## src/rtl/psk_link_ctrl.sv

```systemverilog
// psk_link_ctrl - link sequencer for the PSK Tx/Rx loopback datapath.
//
// Takes one-hot mode-change requests, drives MODE_CTRL to Tx and Rx, holds the
// datapath in reset for a fixed flush period on every mode change, then
// watches the Rx carrier-loop feedback until it settles (lock), tracks it for
// loss of lock and times out into FAIL if acquisition never succeeds.
//
// Ports:
//   clk_32M768      in   1  system clock, 32.768 MHz
//   rst_32M768      in   1  asynchronous active-high reset
//   sym_en          in   1  sample strobe, one clock wide
//   mode_req        in   4  requested mode, one-hot (0001 BPSK, 0010 QPSK, 0100 MIX)
//   mode_req_vld    in   1  request valid
//   mode_req_rdy    out  1  request ready (IDLE, TRACK, FAIL)
//   feedback_tdata  in  16  signed Rx loop feedback
//   rx_valid        in   1  Rx output valid
//   MODE_CTRL       out  4  mode to Tx/Rx
//   dp_rst_n        out  1  active-low datapath reset
//   locked          out  1  loop locked
//   fail            out  1  acquisition timed out
//   cfg_err         out  1  one-cycle pulse on an invalid accepted request
//   state           out  3  current FSM state
//   relock_cnt      out  8  loss-of-lock count, saturating
module psk_link_ctrl #(
    parameter logic [3:0] RESET_MODE  = 4'b0001,
    parameter int         FLUSH_CYC   = 256,
    parameter int         LOCK_THRESH = 128,
    parameter int         LOCK_CNT    = 64,
    parameter int         LOSS_CNT    = 16,
    parameter int         ACQ_TIMEOUT = 4096
) (
    input  logic        clk_32M768,
    input  logic        rst_32M768,
    input  logic        sym_en,
    input  logic [3:0]  mode_req,
    input  logic        mode_req_vld,
    output logic        mode_req_rdy,
    input  logic [15:0] feedback_tdata,
    input  logic        rx_valid,
    output logic [3:0]  MODE_CTRL,
    output logic        dp_rst_n,
    output logic        locked,
    output logic        fail,
    output logic        cfg_err,
    output logic [2:0]  state,
    output logic [7:0]  relock_cnt
);

    localparam int FLUSH_W = $clog2(FLUSH_CYC + 1);
    localparam int GOOD_W  = $clog2(LOCK_CNT + 1);
    localparam int BAD_W   = $clog2(LOSS_CNT + 1);
    localparam int TMO_W   = $clog2(ACQ_TIMEOUT + 1);

    localparam logic [FLUSH_W-1:0] FLUSH_LAST = FLUSH_W'(FLUSH_CYC - 1);
    localparam logic [GOOD_W-1:0]  GOOD_LAST  = GOOD_W'(LOCK_CNT - 1);
    localparam logic [BAD_W-1:0]   BAD_LAST   = BAD_W'(LOSS_CNT - 1);
    localparam logic [TMO_W-1:0]   TMO_LAST   = TMO_W'(ACQ_TIMEOUT - 1);
    localparam logic [15:0]        THRESH     = 16'(LOCK_THRESH);

    typedef enum logic [2:0] {
        ST_IDLE    = 3'd0,
        ST_FLUSH   = 3'd1,
        ST_ACQUIRE = 3'd2,
        ST_TRACK   = 3'd3,
        ST_FAIL    = 3'd4
    } state_t;

    // Exactly one of the three defined mode bits, bit 3 clear.
    function automatic logic mode_is_valid(input logic [3:0] m);
        return (m == 4'b0001) || (m == 4'b0010) || (m == 4'b0100);
    endfunction

    // Magnitude of a signed 16-bit sample; -32768 saturates to 32767.
    function automatic logic [15:0] abs_sat(input logic [15:0] v);
        logic [15:0] r;
        if (v == 16'h8000) begin
            r = 16'h7FFF;
        end else if (v[15]) begin
            r = ~v + 16'd1;
        end else begin
            r = v;
        end
        return r;
    endfunction

    state_t               r_state,  w_state_nxt;
    logic [3:0]           r_mode,   w_mode_nxt;
    logic                 r_rdy,    w_rdy_nxt;
    logic                 r_dp_rst_n, w_dp_rst_n_nxt;
    logic                 r_locked, w_locked_nxt;
    logic                 r_fail,   w_fail_nxt;
    logic                 r_cfg_err, w_cfg_err_nxt;
    logic [7:0]           r_relock, w_relock_nxt;
    logic [FLUSH_W-1:0]   r_flush_cnt, w_flush_cnt_nxt;
    logic [GOOD_W-1:0]    r_good_cnt,  w_good_cnt_nxt;
    logic [BAD_W-1:0]     r_bad_cnt,   w_bad_cnt_nxt;
    logic [TMO_W-1:0]     r_tmo_cnt,   w_tmo_cnt_nxt;

    logic                 w_accept;
    logic                 w_good;

    assign w_accept = mode_req_vld && r_rdy;
    assign w_good   = rx_valid && (abs_sat(feedback_tdata) <= THRESH);

    // Next-state and next-output computation for the sequencer.
    always_comb begin
        w_state_nxt     = r_state;
        w_mode_nxt      = r_mode;
        w_dp_rst_n_nxt  = r_dp_rst_n;
        w_locked_nxt    = r_locked;
        w_fail_nxt      = r_fail;
        w_cfg_err_nxt   = 1'b0;
        w_relock_nxt    = r_relock;
        w_flush_cnt_nxt = r_flush_cnt;
        w_good_cnt_nxt  = r_good_cnt;
        w_bad_cnt_nxt   = r_bad_cnt;
        w_tmo_cnt_nxt   = r_tmo_cnt;

        case (r_state)
            ST_IDLE: begin
                w_state_nxt = ST_IDLE;
            end
            ST_FLUSH: begin
                // sym_en is deliberately not looked at while flushing.
                if (r_flush_cnt == FLUSH_LAST) begin
                    w_state_nxt     = ST_ACQUIRE;
                    w_dp_rst_n_nxt  = 1'b1;
                    w_flush_cnt_nxt = '0;
                end else begin
                    w_flush_cnt_nxt = r_flush_cnt + FLUSH_W'(1);
                end
            end
            ST_ACQUIRE: begin
                if (sym_en) begin
                    // Lock is tested before timeout so it wins on a shared strobe.
                    if (w_good && (r_good_cnt == GOOD_LAST)) begin
                        w_state_nxt    = ST_TRACK;
                        w_locked_nxt   = 1'b1;
                        w_good_cnt_nxt = '0;
                        w_tmo_cnt_nxt  = '0;
                        w_bad_cnt_nxt  = '0;
                    end else if (r_tmo_cnt == TMO_LAST) begin
                        w_state_nxt    = ST_FAIL;
                        w_fail_nxt     = 1'b1;
                        w_dp_rst_n_nxt = 1'b0;
                        w_good_cnt_nxt = '0;
                        w_tmo_cnt_nxt  = '0;
                    end else begin
                        w_tmo_cnt_nxt  = r_tmo_cnt + TMO_W'(1);
                        w_good_cnt_nxt = w_good ? (r_good_cnt + GOOD_W'(1)) : '0;
                    end
                end else begin
                    w_tmo_cnt_nxt = r_tmo_cnt;
                end
            end
            ST_TRACK: begin
                if (sym_en && !w_good) begin
                    if (r_bad_cnt == BAD_LAST) begin
                        // Loss of lock: re-acquire without flushing the datapath.
                        w_state_nxt    = ST_ACQUIRE;
                        w_locked_nxt   = 1'b0;
                        w_relock_nxt   = (r_relock == 8'hFF) ? r_relock : (r_relock + 8'd1);
                        w_bad_cnt_nxt  = '0;
                        w_good_cnt_nxt = '0;
                        w_tmo_cnt_nxt  = '0;
                    end else begin
                        w_bad_cnt_nxt = r_bad_cnt + BAD_W'(1);
                    end
                end else if (sym_en) begin
                    w_bad_cnt_nxt = '0;
                end else begin
                    w_bad_cnt_nxt = r_bad_cnt;
                end
            end
            ST_FAIL: begin
                w_fail_nxt     = 1'b1;
                w_dp_rst_n_nxt = 1'b0;
            end
            default: begin
                w_state_nxt    = ST_IDLE;
                w_mode_nxt     = RESET_MODE;
                w_dp_rst_n_nxt = 1'b0;
                w_locked_nxt   = 1'b0;
                w_fail_nxt     = 1'b0;
            end
        endcase

        // An accepted valid request overrides anything the state logic decided,
        // including a simultaneous loss of lock (no relock is counted then).
        if (w_accept && mode_is_valid(mode_req)) begin
            w_state_nxt     = ST_FLUSH;
            w_mode_nxt      = mode_req;
            w_dp_rst_n_nxt  = 1'b0;
            w_locked_nxt    = 1'b0;
            w_fail_nxt      = 1'b0;
            w_relock_nxt    = r_relock;
            w_flush_cnt_nxt = '0;
            w_good_cnt_nxt  = '0;
            w_bad_cnt_nxt   = '0;
            w_tmo_cnt_nxt   = '0;
        end else if (w_accept) begin
            w_cfg_err_nxt = 1'b1;
        end else begin
            w_cfg_err_nxt = 1'b0;
        end

        w_rdy_nxt = (w_state_nxt == ST_IDLE) || (w_state_nxt == ST_TRACK) ||
                    (w_state_nxt == ST_FAIL);
    end

    // State and output registers.
    always_ff @(posedge clk_32M768 or posedge rst_32M768) begin
        if (rst_32M768) begin
            r_state     <= ST_IDLE;
            r_mode      <= RESET_MODE;
            r_rdy       <= 1'b1;
            r_dp_rst_n  <= 1'b0;
            r_locked    <= 1'b0;
            r_fail      <= 1'b0;
            r_cfg_err   <= 1'b0;
            r_relock    <= 8'd0;
            r_flush_cnt <= '0;
            r_good_cnt  <= '0;
            r_bad_cnt   <= '0;
            r_tmo_cnt   <= '0;
        end else begin
            r_state     <= w_state_nxt;
            r_mode      <= w_mode_nxt;
            r_rdy       <= w_rdy_nxt;
            r_dp_rst_n  <= w_dp_rst_n_nxt;
            r_locked    <= w_locked_nxt;
            r_fail      <= w_fail_nxt;
            r_cfg_err   <= w_cfg_err_nxt;
            r_relock    <= w_relock_nxt;
            r_flush_cnt <= w_flush_cnt_nxt;
            r_good_cnt  <= w_good_cnt_nxt;
            r_bad_cnt   <= w_bad_cnt_nxt;
            r_tmo_cnt   <= w_tmo_cnt_nxt;
        end
    end

    assign mode_req_rdy = r_rdy;
    assign MODE_CTRL    = r_mode;
    assign dp_rst_n     = r_dp_rst_n;
    assign locked       = r_locked;
    assign fail         = r_fail;
    assign cfg_err      = r_cfg_err;
    assign state        = r_state;
    assign relock_cnt   = r_relock;

endmodule

```

## config.mk

```make
export PLATFORM = sky130hd
export DESIGN_NAME = psk_link_ctrl
export DESIGN_NICKNAME = d
export VERILOG_FILES = /design/src/rtl/psk_link_ctrl.sv
export SDC_FILE = /design/constraint.sdc
export NUM_CORES = 1
export LEC_CHECK = 0
export CELL_PAD_IN_SITES_DETAIL_PLACEMENT = 0
export CELL_PAD_IN_SITES_GLOBAL_PLACEMENT = 1
export CORE_ASPECT_RATIO = 0.75
export CORE_UTILIZATION = 35
export CTS_CLUSTER_SIZE = 28
export DETAILED_ROUTE_END_ITERATION = 12
export GPL_TIMING_DRIVEN = 1
export PLACE_DENSITY = 0.74
export SLEW_MARGIN = 40
export SYNTH_ARGS = -nofsm -noshare
export SYNTH_HDL_FRONTEND = slang
export SYNTH_SLANG_ARGS = --single-unit
```

## constraint.sdc

```tcl
create_clock -name clk_32M768 -period 6.14 [get_ports clk_32M768]
set_input_delay 0.614 -clock clk_32M768 [delete_from_list [all_inputs] [get_ports clk_32M768]]
set_output_delay 0.614 -clock clk_32M768 [all_outputs]
set_load 0.01 [all_outputs]
```

Word-level counts from Yosys, hierarchy flattened
Cells that the tools add are included.
- flip-flop bits (word level): 54
- bits of input ports: 25
- logic and storage cells: 129
- $add $sub $neg: 6
- $lt $le $gt $ge: 1
- eq/ne operators: 27
- multiplexer cells: 56
- bitwise gates (word level): 3
- reduce and logical (&&, ||, !) cells: 24
- operators with widths (operator ; count):
    13-bit two-way mux ; 6
    7-bit two-way mux ; 7
    16-bit two-way mux ; 2
    5-bit two-way mux ; 6
    9-bit two-way mux ; 3
    13-bit one-hot mux with 2 select lines ; 1
    3-bit two-way mux ; 7
    3-bit != test (second input constant) ; 7
    16-bit by 1-bit adder with 16-bit output (second input constant) ; 1
    16-bit equality test (second input constant) ; 1
    16-bit by 8-bit less-or-equal comparator with 1-bit output (second input constant) ; 1
    1-bit two-way mux ; 16
    16-bit NOT ; 1
    5-bit AND reduction ; 3
    7-bit one-hot mux with 2 select lines ; 1
    13-bit by 1-bit adder with 13-bit output (second input constant) ; 1
    13-bit by 12-bit equality test with 1-bit output (second input constant) ; 1
    3-bit one-hot mux with 4 select lines ; 1
    4-bit AND reduction ; 3
    5-bit one-hot mux with 2 select lines ; 1
    9-bit by 1-bit adder with 9-bit output (second input constant) ; 1
    3-bit by 2-bit equality test with 1-bit output (second input constant) ; 3
    9-bit by 8-bit equality test with 1-bit output (second input constant) ; 1
    1-bit one-hot mux with 3 select lines ; 3
    24 further kinds ; 39

Logic depth before layout (Yosys ltp)
- depth after elaboration: 14
- gate-level depth with buffers: 11
- depth with buffers taken out: 10

Least setup slack after synthesis
OpenSTA, ideal clock, no wires.
- path type: input-to-reg
- from: input port feedback_tdata[3]
- to: register r_good_cnt[5]
- setup time: 0.069 ns
- data arrival time: 3.007 ns
- path slack: 3.064 ns
- cell stages on the path: 9
- cells stage by stage: or4_4 -> nor2_1 -> a311oi_1 -> a31o_2 -> or4_4 -> buf_6 -> nor2_8 -> or4b_1 -> nand3_1
- longest elaborated chain between the ends: 12
- elaborated cells on any way between the ends: 18
- those cells by class: add/sub (1); order compare (1); eq/ne (2); mux (8); bitwise (1); reduce/logical (5)
- ends and longest elaborated chain (what ; RTL line ; text):
    start, declared ; 38 ; input logic [15:0] feedback_tdata,
    16-bit NOT ; 79 ; r = ~v + 16'd1;
    16-bit by 1-bit adder with 16-bit output ; 79 ;
    16-bit two-way mux ; 78 ; end else if (v[15]) begin
    16-bit two-way mux * ; 76 ; if (v == 16'h8000) begin
    16-bit by 8-bit less-or-equal comparator with 1-bit output * ; 103 ; assign w_good = rx_valid && (abs_sat(feedback_tdata) <= THRESH);
    1-bit logical AND * ; 103 ;
    7-bit two-way mux ; 150 ; w_good_cnt_nxt = w_good ? (r_good_cnt + GOOD_W'(1)) : '0;
    7-bit two-way mux ; 142 ; end else if (r_tmo_cnt == TMO_LAST) begin
    7-bit two-way mux ; 136 ; if (w_good && (r_good_cnt == GOOD_LAST)) begin
    7-bit two-way mux ; 134 ; if (sym_en) begin
    7-bit one-hot mux with 2 select lines ; 119 ; case (r_state)
    7-bit two-way mux ; 190 ; if (w_accept && mode_is_valid(mode_req)) begin
    end signal, assigned ; 236 ; r_good_cnt <= w_good_cnt_nxt;
    end, declared ; 95 ; logic [GOOD_W-1:0] r_good_cnt, w_good_cnt_nxt;
Every way passes the cells marked *; elsewhere a longest branch is shown, timed or not. The select of a mux whose other input is x is not followed.
A chain may end at the register's enable or synchronous reset.

Worst setup path in the final report
- from: input port feedback_tdata[0]
- to: register r_tmo_cnt[11]
- longest elaborated chain between the ends: 11
- elaborated cells on any way between the ends: 16
- those cells by class: add/sub (1); order compare (1); eq/ne (2); mux (6); bitwise (1); reduce/logical (5)
- ends and longest elaborated chain (what ; RTL line ; text):
    16-bit NOT ; 79 ;
    16-bit by 1-bit adder with 16-bit output ; 79 ;
    16-bit two-way mux ; 78 ;
    16-bit two-way mux * ; 76 ;
    16-bit by 8-bit less-or-equal comparator with 1-bit output * ; 103 ;
    1-bit logical AND * ; 103 ;
    1-bit logical AND ; 136 ;
    13-bit two-way mux ; 136 ;
    13-bit two-way mux ; 134 ;
    13-bit one-hot mux with 2 select lines ; 119 ;
    13-bit two-way mux ; 190 ;
    end signal, assigned ; 238 ; r_tmo_cnt <= w_tmo_cnt_nxt;
    end, declared ; 97 ; logic [TMO_W-1:0] r_tmo_cnt, w_tmo_cnt_nxt;
Marked as above.

==> results.md <==
- CTS Buf Count: 5
- Layout Skew: 0.008418 ns
- Detail Route met3 WL: 304 um
- First-pass GRT wire length: 12450 um
- RSZ-0062 raised after global routing: false
- Main combinational cell family by area after synthesis: simple AND/OR/NAND/NOR gates
- Post CTS Setup Buffer Count: 0
- Capturing point of the worst reg2reg path: r_tmo_cnt[11]$_DFFE_PP0P_
- Final setup vio count: 0
- Category of the most critical setup path: in2reg
- DR DRC count: 0
- Routed len/inst: 14.25 um
- PD cells: 246.2 nW/um^2
- Hold path startpoint: MODE_CTRL[0]$_DFFE_PP1P_
- DRT Pass-1 Iters: 4
- Root Buffer: clkbuf_16
- Worst reg2reg path depth: 8
- Post-synth top area share: 40.48%
- Simple-gate share of the synthesized area: 26.27%
- Initial Util: 37.07%
- Tcrit/Tclk final: 66.32%
- Req. time, crit path: 6.32 ns
- Vias per cell: 5.457
- EDFF count, synth: 0
- Die X: 112.7 um
- Clk_lat worst skew: 0.30 ns
- Synth Area in Adders: 2.336%
- Syn Area/Cell: 8.879 um^2
- Leakage: 1.656 nW
- Initial drt markers: 119
- Period minus WS final: 4.072 ns
- I/O pins: 45
- Mapped cell area: 3214 um^2
- Total gr overflow: 0
- # rows: 29
- Top FF cell, synth: dfrtp_1
- Distinct cells, synth: 58
- Worst flop-to-flop path startpoint: r_tmo_cnt[0]$_DFFE_PP0P_
- Post-cts sizing count: 0
- CTS tree: yes
- Mux share of post-synthesis cell area: 0.9731%
- Filler cells: 797
- Crit. End Element: register
- Worst hold margin: 0.4755 ns
- WHS Endpoint: MODE_CTRL[0]$_DFFE_PP1P_
- Initial antenna violation count: 0
- Crit path DAT: 4.25 ns
- Top layer in use: met4
- H-tree depth: 2
- Final WL: 7269 um
- Synth Area in Compound Gates: 21.25%
- Ant diodes: 0
- Max Root-Sink Buffers: 2
- Max VDD drop: 144.4 uV
- Worst-path clk slew: 0.07 ns
- Hold WC Path Type: reg2reg
- Total core area: 8672 um^2
- Port bufs: 44
- Clock sink count: 54
- Die height: 85.00 um
- Final ANT Viol Nets: 0
- Area grow syn2layout: 21.64%
- GPL Wtd Cong: 0.8258
- Synth cell count leaders: 52 x dfrtp_1, 40 x nand2_1, 35 x nor2_1
- Most common cell in the synthesized netlist: dfrtp_1
- Max-slew violation count: 0
- WHS Path Cells: 2
- Vias in the first global route: 2533
- # hold bufs at CTS: 0
- Synth Net Count: 393
- Cell accounting for the most synthesized area: dfrtp_1
- Die footprint: 9575 um^2
- CP startpoint kind: primary input
- Post-synth ARST share: 100.0%
- All-layer global routing usage: 16.04%
- Ys Warns: 0
- DR WL met2: 2903 um
- DR vias: 2783
- Share of the yosys chip area belonging to registers: 42.12%
- Layout cells sized above 1: 6.716%
- FF+latch count, synth: 54
- Synth area leaders: dfrtp_1 40%, nand2_1 4.7%, o21ai_0 4.2%
- Total power: 0.9628 mW
- Outcome: finished, final reports clean
- WL met1: 4006 um
- Hold Vio Cnt, Final: 0
- Max-cap viol count: 0
- Nets: 432
- Cell count after synthesis: 362
- Hpwl dp: 5128 um
- Final setup TNS: 0 ns
- Final WS setup: 2.068 ns
- Reg2reg setup slack: 3.13 ns
- Post-synthesis xor/xnor area fraction: 3.542%
- Largest net degree at the start of global routing: 55
- Fmax: 245.6 MHz
- Slew HR: 46.41%
- Slew @ Worst Pin: 0.7984 ns
- CP Max Fanout: 13
- Dpl ws: 1.761 ns
[cells in the final DEF (no fill, tap or decap), types with 10 or more instances in the layout]
cell and instances:
clkdlybuf4s50_1 44, nand3_1 26, nor2_1 35, o21ai_0 27, nand2_1 40, inv_1 12, xnor2_1 10, nor3_1 13
dfrtp_1 52
[worst max-delay path by stage]
stage / from / endpoint / slack, ns
after floorplan: feedback_tdata[3] / r_good_cnt[5]$_DFFE_PP0P_ / 3.06
after CTS: feedback_tdata[0] / r_tmo_cnt[11]$_DFFE_PP0P_ / 2.08
after global routing: feedback_tdata[1] / r_tmo_cnt[11]$_DFFE_PP0P_ / 1.81
after global placement: feedback_tdata[0] / r_tmo_cnt[11]$_DFFE_PP0P_ / 1.92
after detailed placement: feedback_tdata[0] / r_tmo_cnt[11]$_DFFE_PP0P_ / 1.76
final: feedback_tdata[0] / r_tmo_cnt[11]$_DFFE_PP0P_ / 2.07
[kinds of logic (layout without fill, tap and decap cells)]
kind of cell / Yosys count / after routing
buffers and inverters: 27 / 67
XOR/XNOR: 13 / 13
multiplexers: 3 / 3
AND/OR/NAND/NOR: 166 / 166
AO/OA/AOI/OAI: 93 / 93
flip-flops: 54 / 54
adder cells (fa/ha/maj): 6 / 6
[where the power goes]
group          internal, mW  total, mW  switching (mW)
clock                 0.193      0.325           0.131
sequential            0.403      0.453          0.0495
combinational        0.0900      0.186          0.0956
total                 0.686      0.963           0.276
[cell type report]
class	instances	area [um^2]	area share [%]
multi-input cells	281	1748	44.70
flip-flops and latches	54	1354	34.62
repair buffers	46	455.4	11.65
well taps	108	135.1	3.456
clock buffers	5	125.1	3.200
inverters	13	48.80	1.248
clock inverters	3	43.79	1.120
[registers in the layout, indices dropped and copies added, names as in the netlist, 3 cells and up]
register	cells
r_tmo_cnt	13
r_flush_cnt	9
relock_cnt	8
r_good_cnt	7
r_bad_cnt	5
MODE_CTRL	4
state	3
[worst max-delay path, cell delays in order]
cell	delay (ns)
clkdlybuf4s50_1	0.51
inv_1	0.12
ha_1	0.20
nor3b_1	0.39
nand3_1	0.16
a31oi_1	0.21
o211ai_1	0.11
or4_4	0.62
o21ai_1	0.69
nor2_1	0.26
a221o_1	0.34
[layer usage]
metal,track usage (%),vias up
met5,0,-
met4,4.727,0
met3,3.571,4
met2,21.72,58
met1,24.98,1311
li1,-,1410
[per-stage QoR]
step / instances / cell area, um^2 / utilization, %
global placement: 502 / 3741 / 43.14
finish: 510 / 3910 / 45.09
detailed placement: 502 / 3741 / 43.14
floorplan: 362 / 3214 / -
CTS: 510 / 3910 / 45.09
global route: 510 / 3910 / 45.09
No activity file was read; power rests on OpenSTA's default activity.
